===== src/rtl/decode_irq_stage.sv =====
`default_nettype none
// ============================================================================
// Module   : decode_irq_stage
// Brief    : RV32I decode stage with valid/ready handshake, masked interrupts,
//            optional vectored trap entry and bypassed register file reads.
// Revision : 1.0
// ============================================================================
module decode_irq_stage #(
    parameter int unsigned NUM_IRQ  = 4,
    parameter bit          VECTORED = 1'b1,
    parameter logic [31:0] RESET_PC = 32'h0000_0000
) (
    input  logic               i_CLK,
    input  logic               i_RSTn,
    input  logic [NUM_IRQ-1:0] i_IRQ,
    input  logic [NUM_IRQ-1:0] i_IRQ_MASK,
    input  logic               i_IN_VALID,
    input  logic [31:0]        i_INSTRUCTION,
    output logic               o_IN_READY,
    input  logic [31:0]        i_MTVEC,
    input  logic [31:0]        i_MEPC,
    input  logic [31:0]        i_RD,
    input  logic [4:0]         i_RD_PTR,
    input  logic               i_REG_WE,
    output logic               o_OUT_VALID,
    input  logic               i_OUT_READY,
    output logic [2:0]         o_FUNCT3,
    output logic [6:0]         o_FUNCT7,
    output logic [4:0]         o_RD_PTR,
    output logic [31:0]        o_RS1,
    output logic [31:0]        o_RS2,
    output logic [31:0]        o_IMM_VAL,
    output logic [31:0]        o_PC_PIPELINE,
    output logic [31:0]        o_INSTRUCTION,
    output logic               o_REG_WE,
    output logic               o_MEM_WE,
    output logic               o_MEM_RE,
    output logic               o_ECALL,
    output logic               o_IMM,
    output logic               o_JAL,
    output logic               o_LUI,
    output logic               o_AUIPC,
    output logic [31:0]        o_PC,
    output logic [7:0]         o_CORE_STATE,
    output logic               o_TRAP,
    output logic [3:0]         o_TRAP_CAUSE,
    output logic [31:0]        o_TRAP_EPC
);

    typedef enum logic [7:0] {
        ST_USER    = 8'h00,
        ST_MACHINE = 8'h03
    } core_state_t;

    localparam logic [6:0]  c_OP_ALU_R  = 7'b0110011;
    localparam logic [6:0]  c_OP_ALU_I  = 7'b0010011;
    localparam logic [6:0]  c_OP_LOAD   = 7'b0000011;
    localparam logic [6:0]  c_OP_STORE  = 7'b0100011;
    localparam logic [6:0]  c_OP_BRANCH = 7'b1100011;
    localparam logic [6:0]  c_OP_JAL    = 7'b1101111;
    localparam logic [6:0]  c_OP_JALR   = 7'b1100111;
    localparam logic [6:0]  c_OP_LUI    = 7'b0110111;
    localparam logic [6:0]  c_OP_AUIPC  = 7'b0010111;
    localparam logic [6:0]  c_OP_SYSTEM = 7'b1110011;
    localparam logic [31:0] c_NOOP      = 32'h0000_0013;
    localparam logic [11:0] c_MRET_IMM  = 12'h302;

    core_state_t        r_state;
    logic [31:0]        r_pc;
    logic [31:0]        r_regs [0:31];

    logic               w_acc;
    logic [NUM_IRQ-1:0] w_irq_act;
    logic               w_pend;
    logic [3:0]         w_cause;
    logic               w_trap;
    logic [31:0]        w_instr;

    logic [6:0]         w_opcode;
    logic [2:0]         w_funct3;
    logic [4:0]         w_rs1_idx;
    logic [4:0]         w_rs2_idx;
    logic [31:0]        w_rs1_val;
    logic [31:0]        w_rs2_val;

    logic [31:0]        w_imm_i;
    logic [31:0]        w_imm_s;
    logic [31:0]        w_imm_b;
    logic [31:0]        w_imm_u;
    logic [31:0]        w_imm_j;
    logic [31:0]        w_imm_sel;

    logic               w_is_alu_r;
    logic               w_is_alu_i;
    logic               w_is_load;
    logic               w_is_store;
    logic               w_is_branch;
    logic               w_is_jal;
    logic               w_is_jalr;
    logic               w_is_lui;
    logic               w_is_auipc;
    logic               w_is_system;
    logic               w_is_mret;
    logic               w_is_shift;

    logic               w_reg_we;
    logic               w_imm_flag;
    logic [2:0]         w_funct3_out;
    logic [6:0]         w_funct7_out;

    logic               w_br_cond;
    logic               w_taken;
    logic [31:0]        w_pc_next;

    assign o_IN_READY   = ~o_OUT_VALID | i_OUT_READY;
    assign w_acc        = i_IN_VALID & o_IN_READY;
    assign o_PC         = r_pc;
    assign o_CORE_STATE = r_state;

    assign w_irq_act = i_IRQ & i_IRQ_MASK;
    assign w_pend    = |w_irq_act;
    assign w_trap    = w_acc & w_pend & (r_state == ST_USER);

    // Scan downward so the lowest active line is the one that sticks.
    always_comb begin
        w_cause = 4'd0;
        for (int i = NUM_IRQ - 1; i >= 0; i--) begin
            if (w_irq_act[i]) begin
                w_cause = 4'(i);
            end
        end
    end

    assign w_instr   = w_trap ? c_NOOP : i_INSTRUCTION;
    assign w_opcode  = w_instr[6:0];
    assign w_funct3  = w_instr[14:12];
    assign w_rs1_idx = w_instr[19:15];
    assign w_rs2_idx = w_instr[24:20];

    assign w_imm_i = {{20{w_instr[31]}}, w_instr[31:20]};
    assign w_imm_s = {{20{w_instr[31]}}, w_instr[31:25], w_instr[11:7]};
    assign w_imm_b = {{19{w_instr[31]}}, w_instr[31], w_instr[7],
                      w_instr[30:25], w_instr[11:8], 1'b0};
    assign w_imm_u = {w_instr[31:12], 12'h000};
    assign w_imm_j = {{11{w_instr[31]}}, w_instr[31], w_instr[19:12],
                      w_instr[20], w_instr[30:21], 1'b0};

    assign w_is_alu_r  = (w_opcode == c_OP_ALU_R);
    assign w_is_alu_i  = (w_opcode == c_OP_ALU_I);
    assign w_is_load   = (w_opcode == c_OP_LOAD);
    assign w_is_store  = (w_opcode == c_OP_STORE);
    assign w_is_branch = (w_opcode == c_OP_BRANCH);
    assign w_is_jal    = (w_opcode == c_OP_JAL);
    assign w_is_jalr   = (w_opcode == c_OP_JALR);
    assign w_is_lui    = (w_opcode == c_OP_LUI);
    assign w_is_auipc  = (w_opcode == c_OP_AUIPC);
    assign w_is_system = (w_opcode == c_OP_SYSTEM);
    assign w_is_mret   = w_is_system & (w_instr[31:20] == c_MRET_IMM);
    assign w_is_shift  = (w_is_alu_r | w_is_alu_i) &
                         ((w_funct3 == 3'd1) | (w_funct3 == 3'd5));

    assign w_reg_we   = w_is_alu_r | w_is_alu_i | w_is_load | w_is_jal |
                        w_is_jalr | w_is_lui | w_is_auipc | w_is_system;
    assign w_imm_flag = w_is_alu_i | w_is_load | w_is_jal | w_is_jalr |
                        w_is_lui | w_is_auipc | w_is_system | w_is_store;

    assign w_funct3_out = (w_is_alu_r | w_is_alu_i | w_is_system) ? w_funct3 : 3'd0;
    assign w_funct7_out = w_is_alu_r ? w_instr[31:25] : 7'd0;

    always_comb begin
        w_imm_sel = w_imm_i;
        if (w_is_lui | w_is_auipc) begin
            w_imm_sel = w_imm_u;
        end else if (w_is_store) begin
            w_imm_sel = w_imm_s;
        end else if (w_is_jal | w_is_jalr) begin
            w_imm_sel = 32'd4;
        end else if (w_is_system) begin
            w_imm_sel = {20'd0, w_instr[31:20]};
        end else if (w_is_shift) begin
            w_imm_sel = {27'd0, w_instr[24:20]};
        end
    end

    // Register file; x0 is never written and its reads are forced to zero.
    always_ff @(posedge i_CLK) begin
        if (i_REG_WE && (i_RD_PTR != 5'd0)) begin
            r_regs[i_RD_PTR] <= i_RD;
        end
    end

    always_comb begin
        w_rs1_val = 32'd0;
        if (w_rs1_idx != 5'd0) begin
            w_rs1_val = (i_REG_WE && (i_RD_PTR == w_rs1_idx)) ? i_RD : r_regs[w_rs1_idx];
        end
    end

    always_comb begin
        w_rs2_val = 32'd0;
        if (w_rs2_idx != 5'd0) begin
            w_rs2_val = (i_REG_WE && (i_RD_PTR == w_rs2_idx)) ? i_RD : r_regs[w_rs2_idx];
        end
    end

    always_comb begin
        case (w_funct3)
            3'd0:    w_br_cond = (w_rs1_val == w_rs2_val);
            3'd1:    w_br_cond = (w_rs1_val != w_rs2_val);
            3'd4:    w_br_cond = ($signed(w_rs1_val) <  $signed(w_rs2_val));
            3'd5:    w_br_cond = ($signed(w_rs1_val) >= $signed(w_rs2_val));
            3'd6:    w_br_cond = (w_rs1_val <  w_rs2_val);
            3'd7:    w_br_cond = (w_rs1_val >= w_rs2_val);
            default: w_br_cond = 1'b0;
        endcase
    end

    assign w_taken = w_is_branch & w_br_cond;

    always_comb begin
        w_pc_next = r_pc + 32'd4;
        if (w_trap) begin
            w_pc_next = VECTORED ? (i_MTVEC + {26'd0, w_cause, 2'b00}) : i_MTVEC;
        end else if (w_is_mret && (r_state == ST_MACHINE)) begin
            w_pc_next = i_MEPC;
        end else if (w_is_jal) begin
            w_pc_next = r_pc + w_imm_j;
        end else if (w_is_jalr) begin
            w_pc_next = (w_rs1_val + w_imm_i) & ~32'd1;
        end else if (w_taken) begin
            w_pc_next = r_pc + w_imm_b;
        end
    end

    always_ff @(posedge i_CLK or negedge i_RSTn) begin
        if (!i_RSTn) begin
            o_OUT_VALID   <= 1'b0;
            o_FUNCT3      <= 3'd0;
            o_FUNCT7      <= 7'd0;
            o_RD_PTR      <= 5'd0;
            o_RS1         <= 32'd0;
            o_RS2         <= 32'd0;
            o_IMM_VAL     <= 32'd0;
            o_PC_PIPELINE <= 32'd0;
            o_INSTRUCTION <= 32'd0;
            o_REG_WE      <= 1'b0;
            o_MEM_WE      <= 1'b0;
            o_MEM_RE      <= 1'b0;
            o_ECALL       <= 1'b0;
            o_IMM         <= 1'b0;
            o_JAL         <= 1'b0;
            o_LUI         <= 1'b0;
            o_AUIPC       <= 1'b0;
            o_TRAP        <= 1'b0;
            o_TRAP_CAUSE  <= 4'd0;
            o_TRAP_EPC    <= 32'd0;
            r_pc          <= RESET_PC;
            r_state       <= ST_USER;
        end else begin
            o_TRAP <= w_trap;
            if (w_acc) begin
                o_OUT_VALID   <= 1'b1;
                o_FUNCT3      <= w_funct3_out;
                o_FUNCT7      <= w_funct7_out;
                o_RD_PTR      <= w_instr[11:7];
                o_RS1         <= w_rs1_val;
                o_RS2         <= w_rs2_val;
                o_IMM_VAL     <= w_imm_sel;
                o_PC_PIPELINE <= r_pc;
                o_INSTRUCTION <= w_instr;
                o_REG_WE      <= w_reg_we;
                o_MEM_WE      <= w_is_store;
                o_MEM_RE      <= w_is_load;
                o_ECALL       <= w_is_system;
                o_IMM         <= w_imm_flag;
                o_JAL         <= w_is_jal | w_is_jalr;
                o_LUI         <= w_is_lui;
                o_AUIPC       <= w_is_auipc;
                r_pc          <= w_pc_next;
                if (w_trap) begin
                    r_state      <= ST_MACHINE;
                    o_TRAP_CAUSE <= w_cause;
                    o_TRAP_EPC   <= r_pc;
                end else if (w_is_mret && (r_state == ST_MACHINE)) begin
                    r_state <= ST_USER;
                end
            end else if (i_OUT_READY) begin
                o_OUT_VALID <= 1'b0;
            end
        end
    end

endmodule
`default_nettype wire

===== config.mk =====
export PLATFORM = sky130hd
export DESIGN_NAME = decode_irq_stage
export DESIGN_NICKNAME = d
export VERILOG_FILES = /design/src/rtl/decode_irq_stage.sv
export SDC_FILE = /design/constraint.sdc
export NUM_CORES = 2
export LEC_CHECK = 0
export BUFFER_PORTS_ARGS = -buffer_cell sky130_fd_sc_hd__clkbuf_2
export CORE_UTILIZATION = 56
export DETAILED_ROUTE_END_ITERATION = 12
export MAX_ROUTING_LAYER = met4
export PLACE_DENSITY_LB_ADDON = 0.08
export SLEW_MARGIN = 20
export SYNTH_ARGS = -nofsm -noshare
export SYNTH_HDL_FRONTEND = slang
export SYNTH_SLANG_ARGS = --single-unit
export TNS_END_PERCENT = 30

===== constraint.sdc =====
create_clock -name i_CLK -period 6.45 [get_ports i_CLK]
set_clock_uncertainty 0.15 [all_clocks]
set_input_delay 0.9675 -clock i_CLK [delete_from_list [all_inputs] [get_ports i_CLK]]
set_output_delay 0.9675 -clock i_CLK [all_outputs]
set_load 0.03 [all_outputs]

==> Yosys cells after proc, flatten, opt, wreduce, memory -nomap -nowiden <==
Memories as Yosys holds them, arrays and structs flattened.
Index checks and enable logic that the tools add are counted.
Widths: inputs -> output; s select.
{ "totals": {"ram_bits": 1024, "wordCells": 122, "mem_count": 1, "output_inout_bits": 262, "ff_bits": 261, "inputBits": 146} }
{ "op_classes": {"n_reduce_logical": 14, "order_cmp": 4, "eq_ne": 21, "addsub": 5, "n_mux": 28, "bitwise": 27} }
{ "memory_table": {"columns": ["memory", "words", "word_bits", "read_ports", "rd_ports_with_merged_regs", "write_ports", "line", "rtl"], "rows": [
  ["r_regs", 32, 32, 2, 0, 1, "70", "logic [31:0] r_regs [0:31];"]
]} }
{ "op_table": {"columns": ["operator", "n"], "rows": [
  ["$mux 32", 15],
  ["$add 32x32->32", 3],
  ["$ge 32x32->1", 2],
  ["$lt 32x32->1", 2],
  ["$add 32x3->32 const B", 1],
  ["$add 32x6->32", 1],
  ["$eq 32x32->1", 1],
  ["$ne 32x32->1", 1],
  ["$eq 7x7->1 const B", 4],
  ["$eq 7x6->1 const B", 3],
  ["$or 1x1->1", 19],
  ["$mux 8", 2],
  ["$reduce_bool 5->1", 3],
  ["$eq 7x5->1 const B", 2],
  ["$eq 12x10->1 const B", 1],
  ["$eq 3x3->1 const B", 4],
  ["$eq 5x5->1", 2],
  ["$eq 8x2->1 const B", 1],
  ["$logic_not 8->1", 1],
  ["$eq 7x2->1 const B", 1],
  ["$mux 7", 1],
  ["$and 1x1->1", 6],
  ["$mux 2", 3],
  ["$pmux 1 s6", 1],
  ["other kinds (11)", 19]
]} }

==> Depth between registers and ports, before layout <==
{ "depth": {"word_depth": 18, "depth_mapped": 31, "ltp_nobuf": 26} }

==> Worst setup path before layout <==
Ideal clock, no wire load.
{ "synth_timing": {"kind": "input port to flip-flop", "from": "in i_OUT_READY", "to": "reg r_pc[7] (netlist: o_PC[7])", "path_buffers": 9, "t_required_ps": 6174, "slack_ps": -462, "cell_stages": 31, "arrival_time_ps": 6636, "setup_time_ps": 126, "path_cell_list": "nor2b_2 inv_2 o211ai_2 buf_6 buf_4 buf_6 buf_4 buf_4 nand2_1 clkbuf_1 buf_1 clkbuf_1 nand2_1 o31ai_1 a31oi_1 a211oi_1 ha_1 a21o_1 a21o_1 a21oi_1 o21ai_0 a21o_1 a211o_1 or4_1 a21oi_1 a2111oi_4 o211a_4 buf_6 nor3_1 o21ai_1 a221o_1"} }
{ "synth_via": {"elab_chain_cells": 17, "word_cells_on_any_way": 45, "classes_between": "add/sub (3); order compare (4); eq/ne (14); mux (11); bitwise (6); reduce/logical (6); memory (1)"} }
{ "synth_rtl": {"columns": ["element", "line", "rtl"], "rows": [
  ["start: declaration", "26", "input logic i_OUT_READY,"],
  ["$or 1x1->1 (*)", "115", "assign o_IN_READY = ~o_OUT_VALID | i_OUT_READY;"],
  ["net o_IN_READY", "19", "output logic o_IN_READY,"],
  ["$and 1x1->1 (*)", "116", "assign w_acc = i_IN_VALID & o_IN_READY;"],
  ["$and 1x1->1 (*) (2 in a row)", "122", "assign w_trap = w_acc & w_pend & (r_state == ST_USER);"],
  ["$mux 32 (*)", "134", "assign w_instr = w_trap ? c_NOOP : i_INSTRUCTION;"],
  ["parallel branches: the longest is 3 deep, another holds $mem_v2 32x32", null, null],
  ["$mux 32 (*)", "194", "if (w_rs1_idx != 5'd0) begin"],
  ["net w_rs1_val[9]", "83", "logic [31:0] w_rs1_val;"],
  ["$ge 32x32->1 (tied with other cells)", "213", "3'd7: w_br_cond = (w_rs1_val >= w_rs2_val);"],
  ["$pmux 1 s6 (*)", "207", "case (w_funct3)"],
  ["$and 1x1->1 (*)", "218", "assign w_taken = w_is_branch & w_br_cond;"],
  ["$mux 32 (*)", "230", "end else if (w_taken) begin"],
  ["$mux 32 (*)", "228", "end else if (w_is_jalr) begin"],
  ["$mux 32 (*)", "226", "end else if (w_is_jal) begin"],
  ["$mux 32 (*)", "224", "end else if (w_is_mret && (r_state == ST_MACHINE)) begin"],
  ["$mux 32 (*)", "222", "if (w_trap) begin"],
  ["end signal: assignment", "279", "r_pc <= w_pc_next;"],
  ["end: declaration", "69", "logic [31:0] r_pc;"]
]} }
Mark *: on every way through the listed nets, which the timed path passes.
A chain may end at the register's enable or synchronous reset.

==> Worst setup path in the final report <==
{ "layout_timing": {"from": "in i_IRQ_MASK[2]", "to": "reg r_pc[7] (netlist: o_PC[7])"} }
{ "layout_via": {"elab_chain_cells": 17, "word_cells_on_any_way": 49, "classes_between": "add/sub (4); order compare (4); eq/ne (14); mux (14); bitwise (5); reduce/logical (7); memory (1)"} }
{ "layout_rtl": {"columns": ["element", "line", "rtl"], "rows": [
  ["start: declaration", "16", "input logic [NUM_IRQ-1:0] i_IRQ_MASK,"],
  ["$and 4x4->4 (*)", "120", "assign w_irq_act = i_IRQ & i_IRQ_MASK;"],
  ["parallel branches: the longest is 15 deep, another holds $mem_v2 32x32", null, null],
  ["$mux 32 (*)", "222", null]
]} }
Every way passes the cells marked *.

==> results.txt <==
* Number of flops mapped to enable cells by yosys: 1024
* Grt total ovfl: 0
* Average cell area after synthesis: 10.4 um^2
- CTS tree: yes
- Longest individual stage delay on the worst path: 0.45 ns
- Via density per instance: 7.09
- Vias in the first global route: 60000
- Slew at the pin closest to its max-slew limit: 1.24 ns
- RSZ-0062 raised after global routing: true
* Growth of design area from synthesis to finish: 25.7%
* Synthesis-stage register bit count: 1271
* Worst skew pair latency: 0.81 ns
- Port buffering added 399 buffers.
- Of the cells placed in the final design, the portion with a size suffix greater than 1 is 0.247.
* Global-route wire length before repair: 416000 um
- For this run, design rule violations remaining after detail routing come to 0.
- Starting Density: 0.566
- The final layout contains 7722 nets.
- The longest clock path from root to sink contains 3 buffers.
- Final worst slack: -0.135 ns
* Final count of hold timing violations: 0
* Most frequently used flop master after synthesis: edfxtp_1
- Die area: 121000 um^2
* Yosys Warn Count: 0
- In this run the clock root is driven by a clkbuf_16.
* WP data arrival: 7.10 ns
* Total of fill cells in the finished design: 8700
* Vias: 64800
* Overall die width: 348 um
* Number of buffers inserted during clock tree synthesis: 138
- Summing internal, switching and leakage power gives 25.4 mW.
* Initial detailed-routing violation count: 10900
* CTS H-tree depth: 4
* Crit Reg-Reg Endpoint: o_PC[7]
* Worst r2r path cells: 30
* Type of element capturing the critical path: register
- Counting distinct cell types in the post-synthesis netlist gives 98.
* Number of detailed-route iterations in the first pass: 10
* Floorplan core area: 118000 um^2
- The share of the Yosys chip area taken by registers is 0.552.
- Timing would allow up to 152 MHz.
- Number of setup violations in the final report: 18
- Most frequent cells in the layout: nand2_1, edfxtp_1, buf_4
- The checks that failed: negative setup slack.
- IR analysis of the VDD net gives a maximum drop of 0.000378 V.
- The number of antenna violations at the first check in global routing was 13.
- The run finished, with violations left.
- CTS clock-pin slew for the worst setup and hold paths: 0.06 ns
- Pin placement for this block handled 408 I/O pins.
- After detailed routing, the total wire length is 299000 um.
- Final Max Slew Viols: 0
- Setup total negative slack on the finished layout was measured at -1.01 ns.
- In this run the core area contains 126 standard-cell rows.
- In this run the critical register-to-register path is launched from o_OUT_VALID.
* Combined global-route utilization of all metal layers: 0.490
* Tightest slew margin relative to the limit: 0.169
- In the final routed layout, each cell accounts on average for 32.8 um.
- Power density normalized to cell area: 302 nW/um^2
- Remaining antenna violation count after routing: 0
- CTS Sinks: 1271
* Critical Path Fanout Max: 16
- STA classifies the critical path startpoint as an input port.
- The worst path in the final design needs a cycle of 6.58 ns, including I/O delays and setup.
* Pin count of the biggest net entering global routing: 169
* Required time of the critical path: 6.96 ns
- Instance count of the mapped netlist: 6416
- Startpoint-to-endpoint class of the critical path: in2reg
- The tightest hold path in the finished design has a slack of 0.0271 ns.
- Leakage power of the design: 33.7 nW
- R2r setup slk: -0.07 ns
- Type of the worst min-delay path: in2async
- Most common cell after layout, fill and taps aside: nand2_1
- Critical Path Slowest Stage Cell: a2111oi_4
- Routability-driven placement finished with a final weighted congestion of 1.04.
* Fraction of registers with async set/reset: 0.194
- At the end of the flow the core is filled with cells to 0.712.
* HPWL reported at the end of detailed placement: 204000 um
* Mapped Area: 67000 um^2
- Number of violations of the max-capacitance limit: 0
- Die span in y: 348 um
- Of the available clock period, the critical path in the final layout requires 1.02.
-- worst max-delay path by stage --
stage / slack (ns) / end / from / cells after the start
final: -0.13 / o_PC[7] / i_IRQ_MASK[2] / 29
after global routing: -0.18 / o_PC[26] / i_IRQ_MASK[2] / 35
after CTS: 0.009 / o_PC[4] / i_IRQ[1] / 29
after detailed placement: -1.17 / o_PC[7] / i_IRQ[2] / 25
after global placement: -1.16 / o_PC[7] / i_IRQ[2] / 25
after floorplan: 0.0005 / o_PC[7] / i_OUT_READY / 28
-- per-stage QoR --
step	cell area, um^2	worst slack (ns)	instances
4_1_cts	82700	0.00871	9064
3_5_place_dp	78100	-1.17	8807
3_3_place_gp	77900	-1.16	8801
2_1_floorplan	67300	0.000513	6455
5_1_grt	84100	-0.184	9129
6_report	84100	-0.135	9135
-- timing repair --
action                                  4_1_cts  5_1_grt
gates resized for setup                      19      151
hold buffers                                  0        0
cloned                                        0       10
setup buffers                                 6       42
pin swaps                                    11       59
endpoints found under the setup margin       31       31
-- power breakdown --
group          switching [mW]  internal (mW)
clock network            3.53           4.48
registers               0.462           9.31
logic                    4.78           2.88
total                    8.78           16.7
-- logic make-up (layout without fill, tap and decap cells) --
logic type,after synthesis,in the layout,synth area share
AND/OR/NAND/NOR,2347,2347,0.151
AO/OA/AOI/OAI,1678,1678,0.180
flip-flops,1271,1271,0.552
buffers and inverters,606,1732,0.0362
multiplexers,275,275,0.0440
XOR/XNOR,130,130,0.0170
adder cells (fa/ha/maj),108,108,0.0206
other,1,58,0.0000560
-- final cells by class --
class / count / area, um^2 / share of cell area
Antenna cell: 18 / 45.0 / 0.000535
Inverter: 71 / 302 / 0.00358
Clock inverter: 71 / 779 / 0.00926
Timing Repair Buffer: 1410 / 11600 / 0.137
Sequential cell: 1271 / 36900 / 0.439
Clock buffer: 180 / 3740 / 0.0445
Multi-Input combinational cell: 4578 / 28900 / 0.343
Tap cell: 1536 / 1920 / 0.0228
-- routing by layer --
layer  part of all wire  vias up  global-route usage  routed length, um
li1                   -    26500                   -                  -
met1               0.35    31000               0.608             104000
met2               0.42     5845               0.695             127000
met3               0.15     1367               0.152              45200
met4              0.079        0               0.314              23600
met5                  0        -                   -                  0
-- registers in the layout (all words and copies together) (netlist names), 2 cells and up --
register,flops
r_regs,1024
o_IMM_VAL,32
o_PC,32
o_PC_PIPELINE,32
o_RS1,32
o_RS2,32
o_TRAP_EPC,32
o_INSTRUCTION,28
o_FUNCT7,7
o_RD_PTR,4
o_FUNCT3,3
o_TRAP_CAUSE,2
-- synth_stat cells (29+ instances only) --
master,count,area (um^2)
a211oi_1,118,886
a21o_1,76,571
a21oi_1,245,1230
a221o_1,29,290
a221oi_1,265,2320
a311oi_1,34,298
a31oi_1,122,763
a32oi_1,47,412
and3_1,80,500
buf_1,83,312
clkbuf_1,405,1520
dfrtp_1,247,6180
edfxtp_1,1024,30700
ha_1,102,1280
inv_1,64,240
mux2_2,34,383
mux2i_1,229,2290
nand2_1,1398,5250
nand3_1,365,1830
nand4_1,29,181
nor2_1,259,972
nor3_1,65,325
o211ai_1,119,893
o21ai_0,268,1340
o221ai_1,99,867
o22ai_1,30,188
o311ai_0,29,254
o31ai_1,41,308
xnor2_1,81,709
xor2_1,49,429
-- critical path, delay by kind of cell --
kind,cells,cell delay [ns]
AO/OA/AOI/OAI,17,3.93
adder cells (fa/ha/maj),1,0.41
buffers and inverters,7,1.22
AND/OR/NAND/NOR,4,0.55
(Power assumes the default switching activity.)
